$ cat src/rtl/alu_multicycle.sv
// Registered ALU: single-cycle add/sub/logic/shift ops plus iterative signed mul/div
// behind a valid/ready handshake; results and flags are held until the next result.
module alu_multicycle #(
  parameter int unsigned WIDTH   = 32,
  parameter int unsigned SHAMT_W = 5
) (
  input  logic               clock,
  input  logic               ctrl_reset_n,
  input  logic               in_valid,
  output logic               in_ready,
  input  logic [WIDTH-1:0]   data_operandA,
  input  logic [WIDTH-1:0]   data_operandB,
  input  logic [4:0]         ctrl_ALUopcode,
  input  logic [SHAMT_W-1:0] ctrl_shiftamt,
  output logic               out_valid,
  input  logic               out_ready,
  output logic [WIDTH-1:0]   data_result,
  output logic               isNotEqual,
  output logic               isLessThan,
  output logic               overflow,
  output logic               exception
);

  localparam int unsigned CNT_W = $clog2(WIDTH) + 1;
  localparam int unsigned DW    = 2 * WIDTH;

  localparam logic [4:0] OP_ADD = 5'b00000;
  localparam logic [4:0] OP_SUB = 5'b00001;
  localparam logic [4:0] OP_AND = 5'b00010;
  localparam logic [4:0] OP_OR  = 5'b00011;
  localparam logic [4:0] OP_SLL = 5'b00100;
  localparam logic [4:0] OP_SRA = 5'b00101;
  localparam logic [4:0] OP_MUL = 5'b00110;
  localparam logic [4:0] OP_DIV = 5'b00111;

  localparam logic [WIDTH-1:0] MIN_VAL = {1'b1, {(WIDTH-1){1'b0}}};

  typedef enum logic [1:0] {IDLE, BUSY, DONE} state_e;

  state_e             state_q, state_d;
  logic               in_ready_q, in_ready_d;
  logic               out_valid_q, out_valid_d;
  logic [WIDTH-1:0]   result_q, result_d;
  logic               ne_q, ne_d, lt_q, lt_d, ovf_q, ovf_d, exc_q, exc_d;
  logic [WIDTH-1:0]   a_q, a_d, b_q, b_d;
  logic               is_div_q, is_div_d;
  logic [CNT_W-1:0]   cnt_q, cnt_d;
  // acc: mul partial product / div remainder; mcand: multiplicand / divisor;
  // shreg: multiplier bits consumed LSB-first / dividend shifted into quotient.
  logic [DW-1:0]      acc_q, acc_d, mcand_q, mcand_d;
  logic [WIDTH-1:0]   shreg_q, shreg_d;

  logic [WIDTH-1:0]   cmp_a, cmp_b, sum, diff, a_mag, b_mag;
  logic               add_ovf, sub_ovf, lt_c, ne_c, neg;
  logic [DW-1:0]      acc_mul, prod;
  logic [WIDTH:0]     rem_sh, rem_nx;
  logic               rem_ge;
  logic [WIDTH-1:0]   quo_nx, quo_s;

  always_ff @(posedge clock or negedge ctrl_reset_n) begin
    if (!ctrl_reset_n) begin
      state_q     <= IDLE;
      in_ready_q  <= 1'b1;
      out_valid_q <= 1'b0;
      result_q    <= '0;
      ne_q        <= 1'b0;
      lt_q        <= 1'b0;
      ovf_q       <= 1'b0;
      exc_q       <= 1'b0;
      a_q         <= '0;
      b_q         <= '0;
      is_div_q    <= 1'b0;
      cnt_q       <= '0;
      acc_q       <= '0;
      mcand_q     <= '0;
      shreg_q     <= '0;
    end else begin
      state_q     <= state_d;
      in_ready_q  <= in_ready_d;
      out_valid_q <= out_valid_d;
      result_q    <= result_d;
      ne_q        <= ne_d;
      lt_q        <= lt_d;
      ovf_q       <= ovf_d;
      exc_q       <= exc_d;
      a_q         <= a_d;
      b_q         <= b_d;
      is_div_q    <= is_div_d;
      cnt_q       <= cnt_d;
      acc_q       <= acc_d;
      mcand_q     <= mcand_d;
      shreg_q     <= shreg_d;
    end
  end

  always_comb begin
    state_d  = state_q;
    result_d = result_q;
    ne_d     = ne_q;
    lt_d     = lt_q;
    ovf_d    = ovf_q;
    exc_d    = exc_q;
    a_d      = a_q;
    b_d      = b_q;
    is_div_d = is_div_q;
    cnt_d    = cnt_q;
    acc_d    = acc_q;
    mcand_d  = mcand_q;
    shreg_d  = shreg_q;

    // Flags come from the live inputs on the accept edge, from the captured copy otherwise.
    cmp_a   = (state_q == IDLE) ? data_operandA : a_q;
    cmp_b   = (state_q == IDLE) ? data_operandB : b_q;
    sum     = cmp_a + cmp_b;
    diff    = cmp_a - cmp_b;
    add_ovf = (cmp_a[WIDTH-1] == cmp_b[WIDTH-1]) && (sum[WIDTH-1] != cmp_a[WIDTH-1]);
    sub_ovf = (cmp_a[WIDTH-1] != cmp_b[WIDTH-1]) && (diff[WIDTH-1] != cmp_a[WIDTH-1]);
    lt_c    = diff[WIDTH-1] ^ sub_ovf;
    ne_c    = (cmp_a != cmp_b);
    neg     = cmp_a[WIDTH-1] ^ cmp_b[WIDTH-1];
    a_mag   = cmp_a[WIDTH-1] ? -cmp_a : cmp_a;
    b_mag   = cmp_b[WIDTH-1] ? -cmp_b : cmp_b;

    acc_mul = acc_q + (shreg_q[0] ? mcand_q : '0);
    prod    = neg ? -acc_mul : acc_mul;
    rem_sh  = {acc_q[WIDTH-1:0], shreg_q[WIDTH-1]};
    rem_ge  = (rem_sh >= {1'b0, mcand_q[WIDTH-1:0]});
    rem_nx  = rem_ge ? (rem_sh - {1'b0, mcand_q[WIDTH-1:0]}) : rem_sh;
    quo_nx  = {shreg_q[WIDTH-2:0], rem_ge};
    quo_s   = neg ? -quo_nx : quo_nx;

    unique case (state_q)
      IDLE: begin
        if (in_valid) begin
          a_d     = data_operandA;
          b_d     = data_operandB;
          ne_d    = ne_c;
          lt_d    = lt_c;
          ovf_d   = 1'b0;
          exc_d   = 1'b0;
          state_d = DONE;
          case (ctrl_ALUopcode)
            OP_ADD: begin result_d = sum;  ovf_d = add_ovf; end
            OP_SUB: begin result_d = diff; ovf_d = sub_ovf; end
            OP_AND: result_d = cmp_a & cmp_b;
            OP_OR:  result_d = cmp_a | cmp_b;
            OP_SLL: result_d = cmp_a << ctrl_shiftamt;
            OP_SRA: result_d = WIDTH'($signed(cmp_a) >>> ctrl_shiftamt);
            OP_MUL, OP_DIV: begin
              // Flags and result stay untouched until the iteration finishes.
              ne_d     = ne_q;
              lt_d     = lt_q;
              ovf_d    = ovf_q;
              exc_d    = exc_q;
              state_d  = BUSY;
              is_div_d = (ctrl_ALUopcode == OP_DIV);
              cnt_d    = CNT_W'(WIDTH);
              acc_d    = '0;
              mcand_d  = {{WIDTH{1'b0}}, (ctrl_ALUopcode == OP_DIV) ? b_mag : a_mag};
              shreg_d  = (ctrl_ALUopcode == OP_DIV) ? a_mag : b_mag;
            end
            default: begin result_d = '0; exc_d = 1'b1; end
          endcase
        end
      end
      BUSY: begin
        cnt_d = cnt_q - CNT_W'(1);
        if (is_div_q) begin
          acc_d   = {{(WIDTH-1){1'b0}}, rem_nx};
          shreg_d = quo_nx;
        end else begin
          acc_d   = acc_mul;
          mcand_d = mcand_q << 1;
          shreg_d = shreg_q >> 1;
        end
        // Last step: apply sign to the freshly computed magnitude and publish.
        if (cnt_q == CNT_W'(1)) begin
          state_d = DONE;
          ne_d    = ne_c;
          lt_d    = lt_c;
          if (!is_div_q) begin
            result_d = prod[WIDTH-1:0];
            ovf_d    = (prod[DW-1:WIDTH] != {WIDTH{prod[WIDTH-1]}});
            exc_d    = 1'b0;
          end else if (b_q == '0) begin
            result_d = '0;
            ovf_d    = 1'b0;
            exc_d    = 1'b1;
          end else begin
            result_d = quo_s;
            ovf_d    = (a_q == MIN_VAL) && (b_q == '1);
            exc_d    = 1'b0;
          end
        end
      end
      DONE: begin
        if (out_ready) state_d = IDLE;
      end
      default: state_d = IDLE;
    endcase

    in_ready_d  = (state_d == IDLE);
    out_valid_d = (state_d == DONE);
  end

  assign in_ready    = in_ready_q;
  assign out_valid   = out_valid_q;
  assign data_result = result_q;
  assign isNotEqual  = ne_q;
  assign isLessThan  = lt_q;
  assign overflow    = ovf_q;
  assign exception   = exc_q;

endmodule

$ cat config.mk
export PLATFORM = sky130hd
export DESIGN_NAME = alu_multicycle
export DESIGN_NICKNAME = d
export VERILOG_FILES = /design/src/rtl/alu_multicycle.sv
export SDC_FILE = /design/constraint.sdc
export NUM_CORES = 2
export LEC_CHECK = 0
export ABC_AREA = 1
export CORE_UTILIZATION = 52
export CTS_CLUSTER_DIAMETER = 30
export DETAILED_ROUTE_END_ITERATION = 6
export PLACE_DENSITY_LB_ADDON = 0.12
export SLEW_MARGIN = 20
export SYNTH_ARGS = -nofsm -noshare
export SYNTH_HDL_FRONTEND = slang
export SYNTH_SLANG_ARGS = --single-unit
$ cat constraint.sdc
create_clock -name clock -period 6 [get_ports clock]
set_input_delay 0.6 -clock clock [delete_from_list [all_inputs] [get_ports clock]]
set_output_delay 0.6 -clock clock [all_outputs]
set_load 0.02 [all_outputs]
### Yosys cells after proc, flatten, opt, wreduce, memory -nomap -nowiden

Index checks and enable logic that the tools add are counted.

| storage, ports and cells | value |
|---|---|
| register bits after elaboration | 271 |
| input port bits | 78 |
| output and inout bits | 38 |

| operators by class | value |
|---|---|
| $add $sub $neg | 9 |
| $lt $le $gt $ge | 1 |
| eq/ne operators | 24 |
| shift-type cells | 2 |
| mux-type cells | 56 |
| bitwise operators | 4 |
| reductions and logical operators | 15 |

Operators by type and width:

| kind | count |
|---|---|
| $mux 64 | 8 |
| $mux 32 | 14 |
| $pmux 64 s2 | 2 |
| $pmux 32 s7 | 1 |
| $pmux 32 s2 | 2 |
| $neg 32->32 | 3 |
| $add 64x64->64 | 1 |
| $eq 32x32->1 const B | 2 |
| $ne 32x32->1 | 2 |
| $neg 64->64 | 1 |
| $ge 33x32->1 | 1 |
| $mux 33 | 1 |
| $sub 33x32->33 | 1 |
| $add 32x32->32 | 1 |
| $and 32x32->32 | 1 |
| $logic_not 32->1 | 1 |
| $or 32x32->32 | 1 |
| $shl 32x5->32 | 1 |
| $sshr 32x5->32 | 1 |
| $sub 32x32->32 | 1 |
| $eq 5x3->1 const B | 4 |
| $mux 1 | 14 |
| $mux 6 | 2 |
| $pmux 6 s2 | 1 |
| other kinds (24) | 44 |

### Depth between registers and ports, before layout

| depth | value |
|---|---|
| depth after elaboration | 9 |
| depth in mapped cells | 38 |
| depth with buffers taken out | 37 |

### Least setup slack after synthesis

OpenSTA, ideal clock, no wires.

| timing path | value |
|---|---|
| path type | reg-to-reg |
| start | register acc_q[1] |
| end | register result_q[30], in the netlist data_result[30] |
| data arrival time | 4.295 ns |
| data required time | 5.880 ns |
| path slack | 1.586 ns |
| cell stages (with the launch flop) | 31 |
| buffers on the path | 1 |
| clock period less this slack | 4.414 ns |
| cells stage by stage | dfrtp_1 ha_1 a21oi_1 nand2_1 a21oi_1 inv_1 nand2_1 nand2_1 a21oi_1 o21ai_1 nand3_1 nand2_1 nand2_1 nand2_2 inv_1 clkbuf_1 ha_1 nand3_1 nor2_1 nand2_1 nor2_1 nand4_1 nor3_1 nor2_1 nor4_1 a41oi_1 or2_2 nand3_1 nand4_1 o21ai_0 inv_1 |

| on the way | value |
|---|---|
| word-level cells in the longest chain between the ends | 7 |
| elaborated cells between the ends (all ways) | 10 |
| classes of those cells | add/sub (3); order compare (1); mux (6) |

Ends and longest elaborated chain:

| what | RTL line | text |
|---|---|---|
| start, declared | 50 | `logic [DW-1:0] acc_q, acc_d, mcand_q, mcand_d;` |
| start signal, assigned | 74 | `acc_q <= '0;` |
| start signal, assigned | 90 | `acc_q <= acc_d;` |
| parallel branches: the longest is 4 deep, another holds $add 64x64->64 | n/a |  |
| $mux 32 * | 181 | `if (!is_div_q) begin` |
| $mux 32 * | 177 | `if (cnt_q == CNT_W'(1)) begin` |
| $pmux 32 s2 * | 132 | `unique case (state_q)` |
| end signal, assigned | 81 | `result_q <= result_d;` |
| end, declared | 43 | `logic [WIDTH-1:0] result_q, result_d;` |

Mark *: on every way between the ends. The select of a mux whose other input is x is not followed.
A chain may end at the register's enable or synchronous reset.

### Final worst setup path

| timing path | value |
|---|---|
| start | register state_q[1] |
| end | register ovf_q, in the netlist overflow |

| on the way | value |
|---|---|
| word-level cells in the longest chain between the ends | 8 |
| elaborated cells between the ends (all ways) | 25 |
| classes of those cells | add/sub (2); eq/ne (9); mux (8); bitwise (1); reduce/logical (5) |

Ends and longest elaborated chain:

| what | RTL line | text |
|---|---|---|
| start, declared | 40 | `state_e state_q, state_d;` |
| start signal, assigned | 78 | `state_q <= state_d;` |
| $logic_not 2->1 | 112, 113, 132 |  |
| $mux 32 (on tied branches) | 112, 113 |  |
| $sub 32x32->32, or another cell as far along | 115 | `diff = cmp_a - cmp_b;` |
| $ne 1x1->1, or another cell as far along | 117 | `sub_ovf = (cmp_a[WIDTH-1] != cmp_b[WIDTH-1]) && (diff[WIDTH-1] != cmp_a[WIDTH-1]);` |
| $logic_and 1x1->1, or another cell as far along | 117 |  |
| $pmux 1 s3 or $mux 1 (tied branches) | 142, 181 |  |
| $mux 1 (on tied branches) | 134, 177 |  |
| $pmux 1 s2 | 132 |  |
| end signal, assigned | 84 | `ovf_q <= ovf_d;` |
| end, declared | 44 | `logic ne_q, ne_d, lt_q, lt_d, ovf_q, ovf_d, exc_q, exc_d;` |

Several ways; a longest one is shown, not always the timed one. The select of a mux whose other input is x is not followed.

==> summary.md <==
| Metric | Value |
|---|---|
| Final instance area | `0.03932 sq mm` |
| Placed Instance Area | `0.03671 sq mm` |
| Final period utilization | `90.39%` |
| Fin crit period | `5423 ps` |
| Final hold slack | `56.46 ps` |
| Vias per cell | `6.079` |
| Die area | `0.06752 sq mm` |
| Largest family of logic cells by synthesized area | `simple AND/OR/NAND/NOR gates` |
| Maximum number of pins on one net before global-route repair | `125` |
| Slew Limit Fails | `0` |
| Pwr dens | `520.9 mW/mm^2` |
| Site row count | `94` |
| Starting Density | `52.59%` |
| Synth area leaders | `nand2_1 (20%), dfrtp_1 (20%), inv_1 (9.8%), ha_1 (7.1%), o21ai_0 (7.1%)` |
| Total power | `20.48 mW` |
| Peak supply drop | `0.3164 mV` |
| Post-CTS sizing | `0` |
| R2R depth | `19` |
| Synth Area in Simple Gates | `36.19%` |
| Drt wl/cell | `23.88 um` |
| Syn Inst Count | `5945` |
| CTS H-tree lvls | `3` |
| Total CTS buffers | `72` |
| Unique cell type count in the Yosys netlist | `71` |
| Post-synthesis mux area share | `0.3764%` |
| Worst R2R Start | `state_q[1]` |
| First-pass GRT wire length | `242.1 mm` |
| Post-Place Cells | `6799` |
| Setup TNS | `0 ps` |
| Cell Count, Final, Fillers Out | `6931` |
| Leak pwr | `20.69 nW` |
| Crit-path max FO | `19` |
| Crit start category | `register` |
| CP endpoint kind | `register` |
| Footprint of the multi-input gates | `0.02344 sq mm` |
| Min-Delay Path Class | `in2async` |
| I/O pin total | `116` |
| Synth area leader | `nand2_1` |
| Nets | `6288` |
| GRT Total Usage | `47.99%` |
| RSZ-0062 raised after global routing | `false` |
| CTS max path bufs | `3` |
| Async set-reset flop share out of synthesis | `100.0%` |
| Mapped Nets | `6224` |
| Grt total ovfl | `0` |
| Yosys warns | `0` |
| Area Overhead vs Synth | `13.71%` |
| Top FF cell, synth | `dfrtp_1` |
| Final wirelength | `165.5 mm` |
| Sequential area share after synthesis | `19.62%` |
| Crit Path Class | `reg2reg` |
| #FFs+latches synth | `271` |
| Final setup viols | `0` |
| Worst EP required | `6550 ps` |
| Post CTS Setup Buffer Count | `0` |
| Post-synth EDFFs | `0` |
| Drt pass-1 iters | `7` |
| TritonCTS Sinks | `271` |
| Initial antenna violation count | `5` |
| Die Span Y | `259.9 um` |
| Max-Cap Viols | `0` |
| Post-CTS Hold Buffers | `0` |
| Failing checks | `DRC` |
| Core box area | `0.06575 sq mm` |
| Setup ws final | `576.7 ps` |
| Filler cells | `6508` |
| Worst setup path start | `state_q[1]` |
| Count leader, synth | `nand2_1` |
| Vias in the first global route | `38980` |
| PortBufs | `115` |
| Worst flop-to-flop path endpoint | `overflow` |
| Synth Area in XOR/XNOR | `2.913%` |
| Post-synth top area share | `19.74%` |
| Worst Path Arrival | `5980 ps` |
| Iteration-0 DRC Markers | `5450` |
| R2R setup slack | `580 ps` |
| Layout cells sized above 1 | `7.204%` |
| Finished Core Util | `59.80%` |
| Max Fclk | `184.4 MHz` |
| Routability cong. | `1.107` |
| Sequential Area | `0.006784 sq mm` |
| Die Width | `259.9 um` |
| Compound-cell area share of the yosys netlist | `20.73%` |
| CTS tree | `built` |
| Vias post-DR | `42130` |
| Clk root buf | `clkbuf_16` |
| Clock-pin slew on the worst setup and hold paths | `50 ps` |
| Skew final | `25.74 ps` |
| Adder-cell area share of the yosys netlist | `7.382%` |
| Final hold violation count | `0` |
| Status | `finished with violations` |
| # DRC | `8` |
| Clock Latency Late Sink | `630 ps` |
| Worst slew pin tran | `1227 ps` |
| Half-perimeter wire length after placement | `130.8 mm` |
| Worst slack, placed | `742.4 ps` |
| Syn Std Cell Area | `0.03457 sq mm` |
| Syn avg cell area | `5.816 sq um` |
| Antenna viol nets, final | `0` |
| Commonest cells in the netlist | `nand2_1 (1818), inv_1 (905), o21ai_0 (488)` |
| Worst rel slew slack | `17.67%` |
## area by class of cell
class	instances	share of cell area [%]
Sequential cell	271	17.26
Inverter	940	8.981
Clock inverter	37	1.458
Timing Repair Buffer	209	4.793
Multi-Input combinational cell	4515	59.63
Tap cell	864	2.750
Antenna cell	1	0.006365
Clock buffer	94	5.127
## where the power goes
group	internal [mW]	switching, mW
sequential	2.34	0.635
clock	2.81	1.35
combinational	3.93	9.42
total	9.08	11.4
## how the worst max path moves through the flow
stage / cells after the start / endpoint / slack, ps
after floorplan: 30 / data_result[30] / 1590
after global placement: 19 / overflow / 580
after detailed placement: 20 / overflow / 740
after CTS: 19 / overflow / 730
after global routing: 20 / overflow / 270
final: 19 / overflow / 580
## cells in the final DEF, fill, tap and decap left out, types with 11 or more instances in the layout
| cell type | netlist | routed |
|---|---|---|
| a211oi_1 | 13 | 13 |
| a21oi_1 | 345 | 344 |
| a221oi_1 | 12 | 12 |
| a22oi_1 | 22 | 22 |
| a2bb2oi_1 | 26 | 26 |
| a31oi_1 | 25 | 25 |
| buf_4 | 0 | 91 |
| clkbuf_16 | 0 | 73 |
| clkbuf_8 | 0 | 11 |
| clkdlybuf4s50_1 | 0 | 111 |
| dfrtp_1 | 270 | 269 |
| ha_1 | 196 | 195 |
| inv_1 | 905 | 902 |
| inv_2 | 28 | 29 |
| mux2i_1 | 13 | 13 |
| nand2_1 | 1818 | 1817 |
| nand2_2 | 63 | 63 |
| nand2_4 | 11 | 12 |
| nand3_1 | 345 | 344 |
| nand3_2 | 17 | 18 |
| nand3b_1 | 11 | 11 |
| nand4_1 | 74 | 74 |
| nor2_1 | 458 | 455 |
| nor2_2 | 31 | 32 |
| nor3_1 | 36 | 35 |
| nor4_1 | 33 | 32 |
| o2111ai_1 | 12 | 12 |
| o211ai_1 | 31 | 31 |
| o21a_1 | 18 | 18 |
| o21ai_0 | 488 | 485 |
| o21ai_1 | 46 | 48 |
| o21bai_1 | 11 | 11 |
| o221ai_1 | 34 | 34 |
| o22ai_1 | 73 | 73 |
| o31ai_1 | 17 | 17 |
| or2_2 | 27 | 27 |
| xnor2_1 | 14 | 14 |
| xor2_1 | 101 | 101 |
## kinds of logic (layout without fill, tap and decap cells)
| logic type | after synthesis | after routing |
|---|---|---|
| muxes | 13 | 13 |
| buffers and inverters | 1159 | 1280 |
| DFF | 271 | 271 |
| xor gates and xnor gates | 115 | 115 |
| and+or+nand+nor | 2951 | 2951 |
| other | 0 | 1 |
| AOI/OAI and AO/OA | 1235 | 1235 |
| adders and majority gates | 201 | 201 |
## state kept, by name, indices dropped and copies added, names as in the netlist, 2 cells and up
name and count:
acc_q 64, cnt_q 6, shreg_q 32, data_result 32
b_q 32, a_q 32, mcand_q 64, state_q 2
## metal layers
layer	wire, um	GRT usage, %	share of wire [%]
met2	70980	74.94	43
met3	17440	10.76	11
met5	46	0	0.028
met1	60160	55.69	36
met4	16870	41.08	10
## worst max-delay path, cell delays in order (launching register included)
cell	delay [ps]
dfrtp_1	500
nor2_8	120
buf_4	220
o21ai_1	900
inv_1	330
ha_1	340
a21oi_1	240
o21ai_0	180
a2111oi_0	590
nand2_1	160
nand4_1	100
o311ai_0	190
fa_1	580
o21ai_0	100
a211o_1	250
a21oi_1	190
a41oi_1	90
nand2_1	130
nand2_1	60
nand2_1	70
Power figures use the tool's default switching activity.
